## src/rtl/id_ex_stage.sv

```systemverilog
// rtl/id_ex_stage.sv - ID/EX pipeline register with load-use hazard detection (optional HAZARD_PERF_CNT_EN counters)
module id_ex_stage #(
  parameter int XLEN   = 64,
  parameter int REGIDX = 5
) (
  input  logic              clk,
  input  logic              reset_n,
  input  logic [XLEN-1:0]   ID_pc,
  input  logic [XLEN-1:0]   ID_rd1,
  input  logic [XLEN-1:0]   ID_rd2,
  input  logic [XLEN-1:0]   ID_imm,
  input  logic [REGIDX-1:0] IF_ID_rs1,
  input  logic [REGIDX-1:0] IF_ID_rs2,
  input  logic [REGIDX-1:0] ID_rd,
  input  logic [3:0]        ID_funct4,
  input  logic [7:0]        ID_ctrl,
  input  logic              flush,
  output logic              stall,
  output logic [XLEN-1:0]   ID_EX_pc,
  output logic [XLEN-1:0]   ID_EX_rd1,
  output logic [XLEN-1:0]   ID_EX_rd2,
  output logic [XLEN-1:0]   ID_EX_imm,
  output logic [REGIDX-1:0] ID_EX_rs1,
  output logic [REGIDX-1:0] ID_EX_rs2,
  output logic [REGIDX-1:0] ID_EX_rd,
  output logic [3:0]        ID_EX_funct4,
  output logic [7:0]        ID_EX_ctrl,
  output logic              ID_EX_valid
`ifdef HAZARD_PERF_CNT_EN
  ,
  output logic [31:0]       stall_count,
  output logic [31:0]       flush_count
`endif
);

  // ctrl bit 6 is MemRead in {RegWrite, MemRead, MemWrite, MemtoReg, Branch, ALUSrc, ALUOp[1:0]}
  localparam int CTRL_MEMREAD = 6;

  logic hazard;
  logic bubble;

  // Load in EX whose destination is a source of the instruction in ID; bubbles never qualify
  always_comb begin
    hazard = ID_EX_ctrl[CTRL_MEMREAD] & ID_EX_valid & (ID_EX_rd != '0) &
             ((ID_EX_rd == IF_ID_rs1) | (ID_EX_rd == IF_ID_rs2));
    stall  = hazard & ~flush;
    bubble = flush | hazard;
  end

  // Pipeline register: datapath always loads, control is zeroed on flush or load-use bubble
  always_ff @(posedge clk or negedge reset_n) begin
    if (!reset_n) begin
      ID_EX_pc     <= '0;
      ID_EX_rd1    <= '0;
      ID_EX_rd2    <= '0;
      ID_EX_imm    <= '0;
      ID_EX_rs1    <= '0;
      ID_EX_rs2    <= '0;
      ID_EX_rd     <= '0;
      ID_EX_funct4 <= '0;
      ID_EX_ctrl   <= '0;
      ID_EX_valid  <= 1'b0;
    end else begin
      ID_EX_pc     <= ID_pc;
      ID_EX_rd1    <= ID_rd1;
      ID_EX_rd2    <= ID_rd2;
      ID_EX_imm    <= ID_imm;
      ID_EX_rs1    <= IF_ID_rs1;
      ID_EX_rs2    <= IF_ID_rs2;
      ID_EX_rd     <= ID_rd;
      ID_EX_funct4 <= ID_funct4;
      ID_EX_ctrl   <= bubble ? 8'h00 : ID_ctrl;
      ID_EX_valid  <= ~bubble;
    end
  end

`ifdef HAZARD_PERF_CNT_EN
  // Saturating event counters for stalls and flushes
  always_ff @(posedge clk or negedge reset_n) begin
    if (!reset_n) begin
      stall_count <= '0;
      flush_count <= '0;
    end else begin
      if (stall && (stall_count != 32'hFFFF_FFFF)) stall_count <= stall_count + 32'd1;
      if (flush && (flush_count != 32'hFFFF_FFFF)) flush_count <= flush_count + 32'd1;
    end
  end
`endif

endmodule

```

## config.mk

```make
export PLATFORM = sky130hd
export DESIGN_NAME = id_ex_stage
export DESIGN_NICKNAME = d
export VERILOG_FILES = /design/src/rtl/id_ex_stage.sv
export SDC_FILE = /design/constraint.sdc
export NUM_CORES = 1
export LEC_CHECK = 0
export ABC_CLOCK_PERIOD_IN_PS = 4760
export CORE_AREA = 4 4 219 221
export CTS_BUF_LIST = sky130_fd_sc_hd__clkbuf_8
export CTS_CLUSTER_DIAMETER = 50
export DETAILED_ROUTE_END_ITERATION = 10
export DIE_AREA = 0 0 223 225
export PLACE_DENSITY = 0.52
export SYNTH_ARGS = -nofsm -noshare
export SYNTH_HDL_FRONTEND = slang
export SYNTH_SLANG_ARGS = --single-unit
```

## constraint.sdc

```tcl
create_clock -name clk -period 4.76 [get_ports clk]
set_input_delay 0.952 -clock clk [delete_from_list [all_inputs] [get_ports clk]]
set_output_delay 0.952 -clock clk [all_outputs]
set_load 0.1 [all_outputs]
```

==> flow_summary.yaml, run 1 <==
status:
  status: "completed"
timing:
  rsz0062_at_grt: "false"
  relSlewSlack_pct: 28.2
  slew_violations: 0
  holdWs_ns: 0.404
  post-route-period-util_pct: 76.9
  setup_viol: 0
  hold_viol_final: 0
  fin_setup_tns_ns: 0
  fin_worst_skew_ns: 0.0170
  worst_pin_slew_ns: 1.07
  fin_crit_ns: 3.66
  fin_ws_ns: 1.10
  max_freq_ghz: 0.273
grt:
  grt_util_all_layers_pct: 10.9
  grt_max_degree: 92
  overflow: 0
  antenna_found_initial: 7
  grt_pass1_wl_mm: 40.1
  grt_pass1_vias: 5733
floorplan:
  core_area_um2: 46200
  dieArea_um2: 50200
  die_y_um: 225
  start_util_pct: 15.9
  chipWidth_um: 223
  pin_count: 571
  num_rows: 79
synthesis:
  synth_compound_area_share_pct: 0.918
  synth_top_area_cell: "dfrtp_1"
  synthAdderAreaFrac_pct: 0
  seq_area_frac_synth_pct: 96.6
  synth_cell_types: 12
  synth_top_area_share_pct: 96.6
  avgSynthCellArea_um2: 22.9
  synth_top_family_by_area: "XOR/XNOR gates"
  yosys.area_share.simple_pct: 1.12
  ys_top_cells_by_area: "dfrtp_1 97%, xnor2_1 1.2%, nand2b_1 0.68%"
  yosysWarningCount: 0
  muxShareOfSynthArea_pct: 0
  synth_fp_nets: 607
  synthCells: 321
  ys_ff_latch: 284
  synth_xor_area_share_pct: 1.19
  syn_area_um2: 7360
clock_network:
  root_buffer: "clkbuf_8"
  cts_setup_buffers: 0
  cts_tree: "done"
  cts_buffers: 51
  cts-resized-gates: 0
  clk_latency_ns: 0.58
  ctsHoldBuffers: 0
  htreeDepth: 2
  clockBufferDepth: 3
  cts_sinks: 284
  clk_pin_slew_worst_paths_ns: 0.05
placed_design:
  pre_cts_ws_ns: 1.11
  gp_congestion: 0.801
  portBuffers: 570
  dp_hpwl_mm: 23.1
critical_path:
  timing_worst_setup_path_type: "in -> out"
  crit_arrival_ns: 2.71
  crit_chain: "clkdlybuf4s50_1 -> xnor2_1 -> nand3_1 -> o22ai_2 -> and3b_1 -> buf_4"
  r2r-start: "ID_EX_rd[2]"
  crit_required_ns: 3.81
  r2r-end: "ID_EX_ctrl[0]"
  start_kind: "primary input"
  critPathMaxFanout: 10
  cp_slowest_cell: "clkdlybuf4s50_1"
  crit_path_end_kind: "output port"
  r2r_setup_slack_ns: 3.15
  cp_slowest_stage_delay_ns: 0.43
  worst-r2r-cell-count: 3
finish:
  multiInputGateArea_um2: 238
  regArea_um2: 7110
  drive_gt1_share_pct: 8.43
  num-nets-final: 1232
  n_fill_cell: 4624
  synthToLayoutAreaGrowth_pct: 104
route:
  drc: 0
  drtIter0Drc: 150
  vias_per_cell: 3.25
  totalWireLength_mm: 28.7
  firstDrtPassIters: 4
  vias: 5185
  wl_per_cell_um: 18.0
  postRouteAntennaNets: 0
pwr:
  leakage_nw: 6.30
  vdd_drop_max_v: 0.000196
  pwr_density_cell_nw_per_um2: 435
hold_path:
  min_path_type: "in -> async"
run:
  maxCapViolCount: 0
-- flip-flops by register name, indices dropped and copies added, names as in the netlist --
name	cells
ID_EX_funct4	4
ID_EX_rs1	5
ID_EX_rd2	64
ID_EX_rd1	64
ID_EX_rd	5
ID_EX_valid	1
ID_EX_rs2	5
ID_EX_imm	64
ID_EX_ctrl	8
ID_EX_pc	64
-- metal layers --
| metal | share of wire, % | track usage [%] | vias to the layer above |
|---|---|---|---|
| met5 | 0.25 | 0 | - |
| met4 | 2.3 | 3.36 | 12 |
| met3 | 11 | 6.00 | 54 |
| met2 | 50 | 18.6 | 336 |
| met1 | 36 | 11.6 | 2505 |
| li1 | - | - | 2278 |
-- worst max path at each step --
stage	from	end	slack [ns]	cells after the start
after global placement	IF_ID_rs2[4]	stall	1.07	6
after global routing	IF_ID_rs1[0]	stall	1.03	6
final	IF_ID_rs1[2]	stall	1.10	6
after detailed placement	IF_ID_rs2[4]	stall	1.11	6
after floorplan	ID_EX_rd[0]	stall	1.38	4
after CTS	IF_ID_rs2[4]	stall	1.10	6
-- power breakdown --
group	total [W]	internal (W)	switching [W]
clock	0.00243	0.00145	0.000979
sequential	0.00258	0.00254	0.0000402
combinational	0.00152	0.000418	0.00110
total	0.00652	0.00440	0.00212
-- critical path: cells and delay by family --
family | cells | cell delay (ns)
AND/OR/NAND/NOR | 2 | 0.37
XOR/XNOR | 1 | 0.26
AO/OA/AOI/OAI | 1 | 0.40
buffers and inverters | 2 | 0.72
-- Yosys cell counts --
library cell  count
or3_1             1
buf_6             1
and3b_1           1
buf_1             1
o22ai_2           1
a21oi_1           9
dfrtp_1         284
nand3_1           2
xnor2_1          10
nand2b_1          8
nand2_1           2
o311a_1           1
-- cell families after synthesis --
family	count (synthesis)
buffers and inverters	2
flip-flops	284
AND/OR/NAND/NOR	14
AO/OA/AOI/OAI	11
XOR/XNOR	10
-- cells in the final DEF (no fill, tap or decap) --
cell             synthesis  final
bufinv_16                0      5
xnor2_1                 10     10
nand2_1                  2      2
diode_2                  0      2
nand3_1                  2      2
nand2b_1                 8      8
clkinv_4                 0      1
inv_1                    0     16
clkdlybuf4s50_1          0    568
o311a_1                  1      1
buf_12                   0      2
clkinv_2                 0      8
dfrtp_1                284    284
a21oi_1                  9      9
o22ai_2                  1      1
and3b_1                  1      1
buf_8                    0      1
clkbuf_8                 0     62
or3_1                    1      1
buf_4                    0      3
-- area by class of cell --
| cell class | instances | area share, % |
|---|---|---|
| timing repair buffer | 574 | 38.5 |
| clock inverter | 30 | 1.73 |
| sequential | 284 | 47.4 |
| tap | 607 | 5.07 |
| clock buffer | 62 | 5.69 |
| multi-input combinational | 35 | 1.59 |
| antenna | 2 | 0.0334 |
-- stage by stage --
| step | util, % | area (µm²) | cells | total power, W |
|---|---|---|---|---|
| 2_1_floorplan | - | 7360 | 321 | 0.00355 |
| 3_3_place_gp | 30.0 | 13900 | 1500 | 0.00415 |
| 3_5_place_dp | 30.0 | 13900 | 1500 | 0.00415 |
| 4_1_cts | 32.5 | 15000 | 1592 | 0.00666 |
| 5_1_grt | 32.5 | 15000 | 1593 | 0.00680 |
| 6_report | 32.5 | 15000 | 1594 | 0.00652 |
(Power assumes the default switching activity.)
==> run 2: changes to the inputs <==
==> config.mk (replaced) <==
export PLATFORM = sky130hd
export DESIGN_NAME = id_ex_stage
export DESIGN_NICKNAME = d
export VERILOG_FILES = /design/src/rtl/id_ex_stage.sv
export SDC_FILE = /design/constraint.sdc
export NUM_CORES = 1
export LEC_CHECK = 0
export ABC_CLOCK_PERIOD_IN_PS = 3500
export CORE_AREA = 4 4 222 224
export CTS_BUF_LIST = sky130_fd_sc_hd__clkbuf_8
export CTS_CLUSTER_DIAMETER = 50
export DETAILED_ROUTE_END_ITERATION = 10
export DIE_AREA = 0 0 226 228
export PLACE_DENSITY = 0.51
export SYNTH_ARGS = -nofsm -noshare
export SYNTH_HDL_FRONTEND = slang
export SYNTH_SLANG_ARGS = --single-unit
==> constraint.sdc (replaced) <==
create_clock -name clk -period 3.5 [get_ports clk]
set_input_delay 0.7 -clock clk [delete_from_list [all_inputs] [get_ports clk]]
set_output_delay 0.7 -clock clk [all_outputs]
set_load 0.1 [all_outputs]
==> flow_summary.yaml, run 2 (synthesized netlist as in run 1, its figures left out) <==
pwr:
  p_total_w: 0.00881
  leakage_nw: 6.36
  vdd_drop_max_v: 0.000277
  pwr_density_cell_nw_per_um2: 593
timing:
  worst_pin_slew_ns: 1.02
  slew_violations: 0
  max_freq_ghz: 0.333
  fin_setup_tns_ns: 0
  hold_viol_final: 0
  rsz0062_at_grt: "false"
  relSlewSlack_pct: 31.6
  setup_viol: 0
  fin_crit_ns: 3.01
  fin_worst_skew_ns: 0.00698
  post-route-period-util_pct: 85.9
floorplan:
  start_util_pct: 15.5
  dieArea_um2: 51500
  core_area_um2: 47300
  die_y_um: 228
  chipWidth_um: 226
  pin_count: 571
  num_rows: 80
placed_design:
  place_inst: 1511
  gp_congestion: 0.754
  dpl_cell_area_um2: 13800
  portBuffers: 570
  dp_hpwl_mm: 22.5
route:
  drc: 0
  postRouteAntennaNets: 0
  vias: 5239
  drtIter0Drc: 128
  firstDrtPassIters: 6
  wl_per_cell_um: 17.7
  wl_met1_mm: 9.51
  route.met2.wl_mm: 14.0
  highest_layer: "met5"
  vias_per_cell: 3.26
  wl_met3_mm: 3.92
  totalWireLength_mm: 28.4
run:
  maxCapViolCount: 0
clock_network:
  cts_tree: "done"
  clk_latency_ns: 0.60
  htreeDepth: 2
  clockBufferDepth: 3
  ctsHoldBuffers: 0
  cts_setup_buffers: 0
  clk_pin_slew_worst_paths_ns: 0.05
  cts_sinks: 284
  cts_buffers: 53
  cts-resized-gates: 0
  root_buffer: "clkbuf_8"
finish:
  final_cells: 1607
  layout_commonest_cell: "clkdlybuf4s50_1"
  design_area_um2: 14900
  num-nets-final: 1237
  drive_gt1_share_pct: 15.5
  post-route-util_pct: 31.4
  synthToLayoutAreaGrowth_pct: 102
  final_cell_mix: "500 x clkdlybuf4s50_1, 284 x dfrtp_1, 72 x buf_4"
grt:
  grt_pass1_vias: 5930
  grt_max_degree: 72
  antenna_found_initial: 7
  grt_util_all_layers_pct: 10.6
  grt_pass1_wl_mm: 40.2
  overflow: 0
critical_path:
  crit_arrival_ns: 2.31
  crit_path_end_kind: "output port"
  cp_slowest_cell: "dfrtp_1"
  start_kind: "register"
  timing_worst_setup_path_type: "reg -> out"
  crit_required_ns: 2.80
  cp_slowest_stage_delay_ns: 0.44
  critPathMaxFanout: 10
  crit_chain: "or3_1 -> o311a_1 -> and3b_1 -> buf_12"
status:
  status: "completed"
hold_path:
  min_path_type: "in -> async"
## run 2: cell count changes in the layout (fill, tap and decap cells not counted), sizes merged
cell | before | now
clkinvlp | 0 | 2
diode | 2 | 4
clkbuf | 62 | 65
clkinv | 9 | 5
inv | 16 | 17
bufinv | 5 | 3
clkdlybuf4s50 | 568 | 500
buf | 6 | 77
## run 2: through the flow
step | hold WS, ns | setup slack [ns]
finish | 0.0918 | 0.493
global route | 0.0672 | 0.318
CTS | 0.0325 | 0.395
detailed placement | 0.724 | 0.628
global placement | 0.726 | 0.606
floorplan | 0.404 | 0.368
## run 2: final timing paths
| kind | startpoint | end | slack (ns) | cells after the start |
|---|---|---|---|---|
| min in group clk | ID_imm[46] | ID_EX_imm[46] | 0.53 | 1 |
| max in group asynchronous | reset_n | ID_EX_rd[2] | 2.58 | 2 |
| max | ID_EX_rd[2] | stall | 0.49 | 4 |
| max reg2reg | ID_EX_rd[2] | ID_EX_ctrl[0] | 1.91 | 3 |
| min reg2reg | ID_EX_ctrl[6] | ID_EX_ctrl[5] | 0.86 | 2 |
| min | reset_n | ID_EX_rd2[42] | 0.09 | 1 |
## run 2: area by class of cell
| type | instances | area, µm² |
|---|---|---|
| well taps | 615 | 769 |
| fillers | 4687 | 32500 |
| multi-input cells | 35 | 238 |
| flip-flops and latches | 284 | 7110 |
| clock buffers | 65 | 895 |
| diodes | 4 | 10.0 |
| repair buffers | 577 | 5640 |
| clock inverters | 27 | 201 |
## run 2: layer usage
layer,GRT usage [%],up-vias
met5,0,-
met4,4.02,8
met3,6.42,66
met2,18.1,374
met1,10.5,2504
li1,-,2287
## run 2: worst max-delay path, delay by kind of cell, from the launching register on
| kind | cells | cell delay [ns] |
|---|---|---|
| buffers and inverters | 1 | 0.17 |
| AO/OA/AOI/OAI | 1 | 0.42 |
| flip-flops | 1 | 0.44 |
| AND/OR/NAND/NOR | 2 | 0.68 |
## run 2: where the power goes
| group | switching, W | leakage, nW | internal [W] |
|---|---|---|---|
| clock | 0.00137 | 0.621 | 0.00189 |
| combinational | 0.00149 | 2.42 | 0.000557 |
| sequential | 0.0000577 | 3.32 | 0.00345 |
==> run 3: changes to the inputs <==
--- a/config.mk
+++ b/config.mk
@@ -6,12 +6,14 @@
 export NUM_CORES = 1
 export LEC_CHECK = 0
 export ABC_CLOCK_PERIOD_IN_PS = 3500
-export CORE_AREA = 4 4 222 224
+export CELL_PAD_IN_SITES_DETAIL_PLACEMENT = 0
+export CELL_PAD_IN_SITES_GLOBAL_PLACEMENT = 2
+export CORE_AREA = 4 4 223 225
 export CTS_BUF_LIST = sky130_fd_sc_hd__clkbuf_8
 export CTS_CLUSTER_DIAMETER = 50
 export DETAILED_ROUTE_END_ITERATION = 10
-export DIE_AREA = 0 0 226 228
-export PLACE_DENSITY = 0.51
+export DIE_AREA = 0 0 227 229
+export PLACE_DENSITY = 0.7
 export SYNTH_ARGS = -nofsm -noshare
 export SYNTH_HDL_FRONTEND = slang
 export SYNTH_SLANG_ARGS = --single-unit
==> flow_summary.yaml, run 3 (synthesized netlist as in run 1, its figures left out) <==
clock_network:
  clk_pin_slew_worst_paths_ns: 0.06
  cts-resized-gates: 0
  cts_buffers: 57
  cts_setup_buffers: 0
  cts_sinks: 284
  clockBufferDepth: 3
  clk_latency_ns: 0.59
  ctsHoldBuffers: 0
  root_buffer: "clkbuf_8"
  cts_tree: "done"
  htreeDepth: 2
critical_path:
  r2r-start: "ID_EX_rd[2]"
  crit_arrival_ns: 2.33
  worst-r2r-cell-count: 3
  critPathMaxFanout: 10
  crit_required_ns: 2.80
  r2r_setup_slack_ns: 1.86
  r2r-end: "ID_EX_ctrl[0]"
  startpoint: "ID_EX_rd[2]"
  endpoint: "stall"
  start_kind: "register"
  crit_path_end_kind: "output port"
  timing_worst_setup_path_type: "reg -> out"
route:
  postRouteAntennaNets: 0
  drtIter0Drc: 149
  vias_per_cell: 3.25
  drc: 0
  vias: 5266
  firstDrtPassIters: 4
  totalWireLength_mm: 29.4
  wl_per_cell_um: 18.2
finish:
  synthToLayoutAreaGrowth_pct: 104
  post-route-util_pct: 31.5
  layout_commonest_cell: "clkdlybuf4s50_1"
  final_cell_mix: "493 x clkdlybuf4s50_1, 284 x dfrtp_1, 79 x buf_4"
  num-nets-final: 1241
  design_area_um2: 15000
  drive_gt1_share_pct: 17.5
  final_cells: 1618
timing:
  relSlewSlack_pct: 30.5
  post-route-period-util_pct: 86.5
  max_freq_ghz: 0.330
  hold_viol_final: 0
  fin_crit_ns: 3.03
  rsz0062_at_grt: "false"
  fin_ws_ns: 0.472
  worst_pin_slew_ns: 1.04
  fin_worst_skew_ns: 0.00854
  slew_violations: 0
  fin_setup_tns_ns: 0
  setup_viol: 0
pwr:
  pwr-share-seq_pct: 38.5
  power_frac_comb_pct: 22.5
  pwr_density_cell_nw_per_um2: 609
  intPower_w: 0.00609
  vdd_drop_max_v: 0.000298
  power_switching_w: 0.00303
  p_sw_share_pct: 33.2
  power.share.clock_pct: 39.0
  leakage_nw: 6.43
placed_design:
  portBuffers: 570
  dpl_cell_area_um2: 13700
  place_inst: 1511
  dp_hpwl_mm: 23.2
  gp_congestion: 0.810
  pre_cts_ws_ns: 0.636
status:
  status: "completed"
floorplan:
  chipWidth_um: 227
  core_area_um2: 47500
  dieArea_um2: 52000
  start_util_pct: 15.5
  num_rows: 80
  die_y_um: 229
  pin_count: 571
hold_path:
  min_path_type: "in -> async"
grt:
  antenna_found_initial: 9
  grt_pass1_wl_mm: 41.7
  grt_max_degree: 89
  grt_pass1_vias: 6171
  grt_util_all_layers_pct: 10.9
  overflow: 0
run:
  maxCapViolCount: 0
[run 3: cell types whose count changed in the layout (fill, tap and decap cells not counted)]
cell | before | now
clkdlybuf4s50_1 | 500 | 493
clkinv_2 | 3 | 5
inv_6 | 0 | 1
clkinvlp_4 | 2 | 5
diode_2 | 4 | 2
buf_4 | 72 | 79
clkbuf_8 | 65 | 72
inv_1 | 17 | 15
clkinv_4 | 2 | 4
[run 3: worst min path at each step]
stage	cells after the start	end
2_1_floorplan	0	ID_EX_ctrl[0]
3_3_place_gp	1	ID_EX_rd1[30]
3_5_place_dp	1	ID_EX_rd1[30]
6_report	1	ID_EX_rd1[25]
5_1_grt	1	ID_EX_rd1[25]
4_1_cts	1	ID_EX_rd1[12]
[run 3: power groups by stage]
stage	registers, W	clock network (W)	logic (W)
after floorplan	0.00481	0	0.0000242
after global placement	0.00356	0	0.00207
after detailed placement	0.00357	0	0.00207
after CTS	0.00351	0.00373	0.00208
after global routing	0.00352	0.00389	0.00211
final	0.00351	0.00356	0.00205
[run 3: layout make-up]
cell class | instances | area, µm²
multi-input cells | 35 | 238
fillers | 4708 | 32600
clock inverters | 33 | 253
repair buffers | 577 | 5620
diodes | 2 | 5.00
well taps | 615 | 769
flip-flops and latches | 284 | 7110
clock buffers | 72 | 991
[run 3: critical path, cell delays in order (launching register included)]
cell and delay (ns):
dfrtp_1 0.42, or3_1 0.43, o311a_1 0.44, and3b_1 0.27, buf_12 0.17
[run 3: metal layers]
metal / up-vias / global-route usage [%] / part of all wire [%]
met2: 340 / 19.0 / 51
met3: 69 / 6.16 / 13
met5: - / 0 / 0.25
met1: 2546 / 10.8 / 33
met4: 12 / 4.35 / 2.9
li1: 2299 / - / -
[run 3: through the flow]
step / hold WS [ns] / power (W)
floorplan: 0.404 / 0.00483
global placement: 0.793 / 0.00563
detailed placement: 0.796 / 0.00564
CTS: 0.0833 / 0.00932
global route: 0.126 / 0.00952
finish: 0.126 / 0.00912
